`config.mk`:
```
export PLATFORM = sky130hd
export DESIGN_NAME = uart_rx_cmd_ctrl
export DESIGN_NICKNAME = d
export VERILOG_FILES = /design/src/rtl/uart_rx_cmd_ctrl.sv
export SDC_FILE = /design/constraint.sdc
export NUM_CORES = 1
export LEC_CHECK = 0
export ABC_AREA = 1
export BUFFER_PORTS_ARGS = -buffer_cell sky130_fd_sc_hd__buf_2
export CORE_MARGIN = 8
export CORE_UTILIZATION = 52
export DETAILED_ROUTE_END_ITERATION = 7
export PLACE_DENSITY = 0.76
export SYNTH_ARGS = -nofsm -noshare
export SYNTH_HDL_FRONTEND = slang
export SYNTH_SLANG_ARGS = --single-unit
```
`constraint.sdc`:
```
create_clock -name CLK -period 1.9 [get_ports CLK]
set_input_delay 0.19 -clock CLK [delete_from_list [all_inputs] [get_ports CLK]]
set_output_delay 0.19 -clock CLK [all_outputs]
set_load 0.02 [all_outputs]
```
`src/rtl/uart_rx_cmd_ctrl.sv`:
```
// Command sequencer behind the UART receiver: parses byte frames into register-file and ALU strobes
// and returns read data / ALU results to the TX FIFO. Define CMD_TIMEOUT_EN to add an inter-byte watchdog.
module uart_rx_cmd_ctrl #(
    parameter int DATA_WIDTH     = 8,
    parameter int ADDR_WIDTH     = 4,
    parameter int FUN_WIDTH      = 4,
    parameter int TIMEOUT_CYCLES = 1024
) (
    input  logic                    CLK,
    input  logic                    RST,
    input  logic [DATA_WIDTH-1:0]   RX_P_DATA,
    input  logic                    RX_D_VLD,
    input  logic [DATA_WIDTH-1:0]   RF_RdData,
    input  logic                    RF_RdData_VLD,
    input  logic [2*DATA_WIDTH-1:0] ALU_OUT,
    input  logic                    ALU_OUT_VLD,
    input  logic                    FIFO_FULL,
    output logic                    RF_WrEn,
    output logic                    RF_RdEn,
    output logic [ADDR_WIDTH-1:0]   RF_Address,
    output logic [DATA_WIDTH-1:0]   RF_WrData,
    output logic                    ALU_EN,
    output logic [FUN_WIDTH-1:0]    ALU_FUN,
    output logic                    CLK_GATE_EN,
    output logic [DATA_WIDTH-1:0]   TX_P_DATA,
    output logic                    TX_D_VLD,
    output logic                    CMD_ERR
);

    localparam logic [DATA_WIDTH-1:0] CMD_WR     = DATA_WIDTH'(8'hAA);
    localparam logic [DATA_WIDTH-1:0] CMD_RD     = DATA_WIDTH'(8'hBB);
    localparam logic [DATA_WIDTH-1:0] CMD_ALU_OP = DATA_WIDTH'(8'hCC);
    localparam logic [DATA_WIDTH-1:0] CMD_ALU    = DATA_WIDTH'(8'hDD);

    if (TIMEOUT_CYCLES < 1) begin : g_bad_timeout
        $error("TIMEOUT_CYCLES must be at least 1");
    end

    typedef enum logic [3:0] {
        IDLE, WR_ADDR, WR_DATA, RD_ADDR, RD_WAIT, SEND_RD,
        OP_A, OP_B, ALU_FUN_ST, ALU_WAIT, SEND_LSB, SEND_MSB
    } state_t;

    state_t                  state, state_nxt;
    logic [ADDR_WIDTH-1:0]   wr_addr, wr_addr_nxt;
    logic [DATA_WIDTH-1:0]   rd_data, rd_data_nxt;
    logic [2*DATA_WIDTH-1:0] alu_res, alu_res_nxt;

    logic                    wr_en_nxt, rd_en_nxt, alu_en_nxt, gate_nxt, tx_vld_nxt, err_nxt;
    logic [ADDR_WIDTH-1:0]   addr_nxt;
    logic [DATA_WIDTH-1:0]   wr_data_nxt, tx_data_nxt;
    logic [FUN_WIDTH-1:0]    fun_nxt;
    logic                    timeout;

`ifdef CMD_TIMEOUT_EN
    localparam int CW = $clog2(TIMEOUT_CYCLES + 1);
    logic [CW-1:0] idle_cnt, idle_cnt_nxt;
    logic          partial;

    // Counter only runs in the mid-frame states; any byte or exit clears it.
    always_comb begin
        partial      = (state == WR_ADDR) || (state == WR_DATA) || (state == RD_ADDR) ||
                       (state == OP_A)    || (state == OP_B)    || (state == ALU_FUN_ST);
        idle_cnt_nxt = '0;
        timeout      = 1'b0;
        if (partial && !RX_D_VLD) begin
            if (idle_cnt == CW'(TIMEOUT_CYCLES - 1))
                timeout = 1'b1;
            else
                idle_cnt_nxt = idle_cnt + 1'b1;
        end
    end

    always_ff @(posedge CLK) begin
        if (!RST) idle_cnt <= '0;
        else      idle_cnt <= idle_cnt_nxt;
    end
`else
    assign timeout = 1'b0;
`endif

    always_comb begin
        state_nxt   = state;
        wr_addr_nxt = wr_addr;
        rd_data_nxt = rd_data;
        alu_res_nxt = alu_res;
        wr_en_nxt   = 1'b0;
        rd_en_nxt   = 1'b0;
        alu_en_nxt  = 1'b0;
        gate_nxt    = 1'b0;
        tx_vld_nxt  = 1'b0;
        err_nxt     = 1'b0;
        addr_nxt    = RF_Address;
        wr_data_nxt = RF_WrData;
        fun_nxt     = ALU_FUN;
        tx_data_nxt = TX_P_DATA;

        if (timeout) begin
            state_nxt = IDLE;
            err_nxt   = 1'b1;
        end else begin
            case (state)
                IDLE: if (RX_D_VLD) begin
                    case (RX_P_DATA)
                        CMD_WR:     state_nxt = WR_ADDR;
                        CMD_RD:     state_nxt = RD_ADDR;
                        CMD_ALU_OP: state_nxt = OP_A;
                        CMD_ALU:    state_nxt = ALU_FUN_ST;
                        default:    err_nxt   = 1'b1;
                    endcase
                end
                WR_ADDR: if (RX_D_VLD) begin
                    wr_addr_nxt = RX_P_DATA[ADDR_WIDTH-1:0];
                    state_nxt   = WR_DATA;
                end
                WR_DATA: if (RX_D_VLD) begin
                    wr_en_nxt   = 1'b1;
                    addr_nxt    = wr_addr;
                    wr_data_nxt = RX_P_DATA;
                    state_nxt   = IDLE;
                end
                RD_ADDR: if (RX_D_VLD) begin
                    rd_en_nxt = 1'b1;
                    addr_nxt  = RX_P_DATA[ADDR_WIDTH-1:0];
                    state_nxt = RD_WAIT;
                end
                RD_WAIT: if (RF_RdData_VLD) begin
                    rd_data_nxt = RF_RdData;
                    state_nxt   = SEND_RD;
                end
                SEND_RD: if (!FIFO_FULL) begin
                    tx_vld_nxt  = 1'b1;
                    tx_data_nxt = rd_data;
                    state_nxt   = IDLE;
                end
                // Operands land in the two lowest register-file slots.
                OP_A: if (RX_D_VLD) begin
                    wr_en_nxt   = 1'b1;
                    addr_nxt    = '0;
                    wr_data_nxt = RX_P_DATA;
                    state_nxt   = OP_B;
                end
                OP_B: if (RX_D_VLD) begin
                    wr_en_nxt   = 1'b1;
                    addr_nxt    = ADDR_WIDTH'(1);
                    wr_data_nxt = RX_P_DATA;
                    state_nxt   = ALU_FUN_ST;
                end
                ALU_FUN_ST: if (RX_D_VLD) begin
                    alu_en_nxt = 1'b1;
                    gate_nxt   = 1'b1;
                    fun_nxt    = RX_P_DATA[FUN_WIDTH-1:0];
                    state_nxt  = ALU_WAIT;
                end
                // Gate stays open through the cycle after the result arrives.
                ALU_WAIT: begin
                    gate_nxt = 1'b1;
                    if (ALU_OUT_VLD) begin
                        alu_res_nxt = ALU_OUT;
                        state_nxt   = SEND_LSB;
                    end
                end
                SEND_LSB: if (!FIFO_FULL) begin
                    tx_vld_nxt  = 1'b1;
                    tx_data_nxt = alu_res[DATA_WIDTH-1:0];
                    state_nxt   = SEND_MSB;
                end
                SEND_MSB: if (!FIFO_FULL) begin
                    tx_vld_nxt  = 1'b1;
                    tx_data_nxt = alu_res[2*DATA_WIDTH-1:DATA_WIDTH];
                    state_nxt   = IDLE;
                end
                default: state_nxt = IDLE;
            endcase
        end
    end

    always_ff @(posedge CLK) begin
        if (!RST) begin
            state       <= IDLE;
            wr_addr     <= '0;
            rd_data     <= '0;
            alu_res     <= '0;
            RF_WrEn     <= 1'b0;
            RF_RdEn     <= 1'b0;
            RF_Address  <= '0;
            RF_WrData   <= '0;
            ALU_EN      <= 1'b0;
            ALU_FUN     <= '0;
            CLK_GATE_EN <= 1'b0;
            TX_P_DATA   <= '0;
            TX_D_VLD    <= 1'b0;
            CMD_ERR     <= 1'b0;
        end else begin
            state       <= state_nxt;
            wr_addr     <= wr_addr_nxt;
            rd_data     <= rd_data_nxt;
            alu_res     <= alu_res_nxt;
            RF_WrEn     <= wr_en_nxt;
            RF_RdEn     <= rd_en_nxt;
            RF_Address  <= addr_nxt;
            RF_WrData   <= wr_data_nxt;
            ALU_EN      <= alu_en_nxt;
            ALU_FUN     <= fun_nxt;
            CLK_GATE_EN <= gate_nxt;
            TX_P_DATA   <= tx_data_nxt;
            TX_D_VLD    <= tx_vld_nxt;
            CMD_ERR     <= err_nxt;
        end
    end

endmodule

```
# Word-level counts from Yosys, hierarchy flattened
# Cells that the tools add are included.
op_classes:
  n_eq_ne: 29
  reduce_logical: 20
  n_mux: 25
op_table:
  columns: ["operator", "n"]
  rows:
  - ["$mux 4", 14]
  - ["$pmux 4 s11", 1]
  - ["$eq 8x8->1 const B", 4]
  - ["$pmux 4 s4", 2]
  - ["$ne 2x2->1 const B", 13]
  - ["$mux 8", 3]
  - ["$pmux 8 s3", 1]
  - ["$reduce_and 2->1", 9]
  - ["$eq 4x3->1 const B", 4]
  - ["$eq 4x4->1 const B", 4]
  - ["$reduce_and 12->1", 1]
  - ["$eq 4x2->1 const B", 2]
  - ["$reduce_or 3->1", 2]
  - ["$ne 5x1->1 const B", 1]
  - ["$reduce_and 5->1", 1]
  - ["$eq 4x1->1 const B", 1]
  - ["$logic_not 4->1", 1]
  - ["$reduce_and 4->1", 1]
  - ["$reduce_bool 4->1", 1]
  - ["$reduce_or 4->1", 1]
  - ["$mux 1", 3]
  - ["$reduce_and 3->1", 1]
  - ["$reduce_bool 3->1", 1]
  - ["$pmux 1 s2", 1]
  - ["$reduce_or 2->1", 1]
totals:
  output_inout_bits: 30
  ff_bits: 62
  elab_cells: 88
  inputBits: 38

# Logic depth before layout (Yosys ltp)
logic_depth:
  ltp_word: 4
  depth_mapped: 12
  depth_no_buf: 11

# Worst setup path after synthesis
# Ideal clock, no wire load.
synth_timing:
  kind: "register -> register"
  from: "reg state[3]"
  to: "reg state[2]"
  path_stages_with_launch: 11
  path_slack_ns: 0.573
  n_path_buf: 0
  setup_time_ns: 0.113
  arrival_time_ns: 1.214
  t_required_ns: 1.787
  synth_period_minus_slack_ns: 1.327
  path_cell_list: "dfxtp_1 nor2_1 nand2_1 inv_2 nand3_1 inv_1 nand2_2 nand2_2 nand2_1 nand2_1 nor2_1"
synth_between:
  elab_chain_cells: 4
  word_cells_on_any_way: 27
  cone_classes: "eq/ne (23); mux (1); reduce/logical (3)"
synth_lines:
  columns: ["item", "line_no", "source"]
  rows:
  - ["from (decl)", "44", "state_t state, state_nxt;"]
  - ["from (signal assigned)", "195", "state <= state_nxt;"]
  - ["$eq 4x4->1 / $eq 4x3->1 (equally long branches)", "102", "case (state)"]
  - ["$reduce_or 2->1 (no line)", null, null]
  - ["$ne 2x2->1 (no line)", null, null]
  - ["$reduce_and 12->1 (no line)", null, null]
# Parallel ways exist; a longest one is shown, timed or not.
# A chain may end at the register's enable or synchronous reset.

# Worst setup path after layout
layout_timing:
  from: "reg state[1]"
  to: "reg RF_WrData[6]"
layout_between:
  elab_chain_cells: 3
  word_cells_on_any_way: 5
  cone_classes: "eq/ne (3); reduce/logical (2)"
layout_lines:
  columns: ["item", "line_no", "source"]
  rows:
  - ["$eq 4x3->1 / $eq 4x2->1 (equally long branches)", "102", null]
  - ["$reduce_or 3->1 (no line) *", null, null]
  - ["$reduce_and 2->1 (no line) *", null, null]
  - ["to (signal assigned)", "202", "RF_WrData <= wr_data_nxt;"]
  - ["to (decl)", "21", "output logic [DATA_WIDTH-1:0] RF_WrData,"]
# Every way passes the cells marked *; elsewhere a longest branch is shown, timed or not.

==> out/qor.yml <==
synth_xor_area_share_pct: 0
max_slew.worst_pin.slew_ns: 0.4051
finalCritPeriodShare_pct: 88.43
synth_top_family_by_area: "simple AND/OR/NAND/NOR gates"
io_buffer_count: 67
status: "finished, final reports clean"
syn2layout_area_growth_pct: 22.57
drc: 0
start_kind: "register"
ys_seq_area_share_pct: 46.16
p_total_mw: 4.176
cp_common_cell: "inv_2"
slowest_delay_ns: 0.55
wl_per_cell_um: 14.07
grt_pass1_vias: 2374
worstPathArrival_ns: 1.94
antenna_found_initial: 0
worstPathCellList: "inv_2, nor2_2, inv_2, nor2_4, o21ai_2, inv_2, o21ai_0, a21oi_1"
clk-insertion-delay-late_ns: 0.33
postCtsResizedCells: 0
synth_edf_count: 0
via_per_inst: 5.092
rows: 26
cts_max_path_buffers: 2
ys_types: 25
critical_path_class: "register to register"
synthesis.instances: 372
synthTopCellsByArea: "dfxtp_1, a21oi_1, nand2_1"
ys_ff_latch: 62
initial_core_util_pct: 53.33
yosysMostFrequentCell: "nand2_1"
finalCriticalPeriod_ns: 1.680
endpoint_kind: "register"
firstDrtPassIters: 5
ys.flop_type: "dfxtp_1"
setup-violations-final: 0
avgSynthCellArea_um2: 7.228
grt_max_degree: 35
antennaDiodeCount: 0
cts_made_buffers: 9
yosys.area.top_type_share_pct: 46.16
detail-route-antenna-nets: 0
critPathMaxFanout: 12
hold_viol_final: 0
r2r_slack_ns: 0.22
root_buffer: "clkbuf_8"
hold_buffers: 0
required_ns: 2.16
syn-cell-area_mm2: 0.002689
cap_violations: 0
htreeDepth: 3
cts.sinks: 62
r2r-start: "state[1]"
cts_tree: "done"
fin_nets: 477
vdd_drop_max_mv: 0.8947
dieHeight_um: 87.91
ys_warn_count: 0
grt_pass1_wl_um: 11480
dieArea_mm2: 0.007728
globalRouteOverflowTotal: 0
coreArea_mm2: 0.005042
grtUsageTotal_pct: 19.19
drive_gt1_share_pct: 24.83
synthAdderAreaFrac_pct: 0
hold_path.class: "input pin to register"
cp_slowest_cell: "dfxtp_1"
slew_headroom_pct: 72.91
p_leak_nw: 1.454
fp.dieW_um: 87.91
ios: 68
synth_compound_area_share_pct: 19.08
endpoint: "RF_WrData[6]"
dp_hpwl_um: 5170
grt_setup_unrepaired: "no"
tns_ns: 0
clk_pin_slew_worst_paths_ns: 0.07
fmax_mhz: 595.2
cp-startpoint: "state[1]"
fin_skew_ns: 0.007860
r2r_end: "RF_WrData[6]"
synth-simple-area-share_pct: 25.41
r2r_cells: 8
synthTopCellsByCount: "nand2_1, dfxtp_1, a21oi_1, inv_1"
drtIter0Drc: 130
yosys.area.top_type: "dfxtp_1"
async_flop_share_pct: 0
cts_setup_buffers: 0
p_per_area_mw_per_mm2: 1267
via_count: 2612
hold_start: "ALU_OUT[9]"
wl_um: 7216
routabilityCongestion: 0.9006
synth.area.mux_share_pct: 0
slew_violations: 0
syn_nets: 410
[logic make-up after synthesis]
family                 after synthesis
AO/OA/AOI/OAI                       97
buffers and inverters               60
flip-flops                          62
AND/OR/NAND/NOR                    153
[registers in the layout, indices dropped and copies added (netlist names), 4 cells and up]
signal and flops:
alu_res 16, RF_WrData 8, TX_P_DATA 8, rd_data 8, ALU_FUN 4, RF_Address 4
state 4, wr_addr 4
[power by group]
group	leakage, nW	switching [mW]	internal [mW]
Clock	0.119	0.491	0.898
Sequential	0.502	0.141	1.46
Combinational	0.832	0.802	0.385
Total	1.45	1.43	2.74
[placed cells by master, fill, tap and decap left out, drive strengths merged]
cell and count:
clkbuf 11, a21oi 52, nand3 31, a22o 2, inv 45, o211ai 2, a31oi 3, o21ai 36
a221oi 2, clkinv 1, nand3b 1, buf 71, nand2 76, nor3 5, nor2 39, nand4 1
dfxtp 62, bufinv 3
[critical path, delay by kind of cell, from the launching register on]
kind / cells / cell delay (ns)
flops: 1 / 0.55
compound gates: 3 / 0.39
buf+inv: 3 / 0.34
simple gates: 2 / 0.33
[metal layers]
metal  vias up  wire (µm)  track usage (%)
li1       1355          -                -
met1      1146       3302            25.74
met2       100       3215            28.45
met3        11        592            4.503
met4         0        105            8.438
met5         -          0                0
[how the worst min path moves through the flow]
stage | end | slack, ns | cells after the start
6_report | alu_res[9] | 0.12 | 3
5_1_grt | alu_res[9] | 0.11 | 3
4_1_cts | alu_res[9] | 0.11 | 3
3_5_place_dp | ALU_FUN[2] | 0.43 | 2
3_3_place_gp | ALU_FUN[2] | 0.43 | 2
2_1_floorplan | RF_WrData[5] | 0.34 | 2
[metrics by stage]
stage	area (µm²)	setup slack, ns	instances	hold WS [ns]	util, %
final	3296	0.2198	513	0.1199	65.36
after global routing	3296	0.07502	513	0.1144	65.36
after CTS	3296	0.2354	513	0.1107	65.36
after detailed placement	3059	0.2566	498	0.4341	60.67
after global placement	3059	0.2872	498	0.4291	60.67
after floorplan	2689	0.5735	372	0.3379	-
[area by class of cell]
type,count,area (µm²)
Clock inverter,4,95.09
Multi-Input combinational cell,250,1196
Fill cell,460,1747
Inverter,45,168.9
Tap cell,70,87.58
Sequential cell,62,1241
Timing Repair Buffer,71,365.4
Clock buffer,11,141.4
No activity file was read; power rests on OpenSTA's default activity.
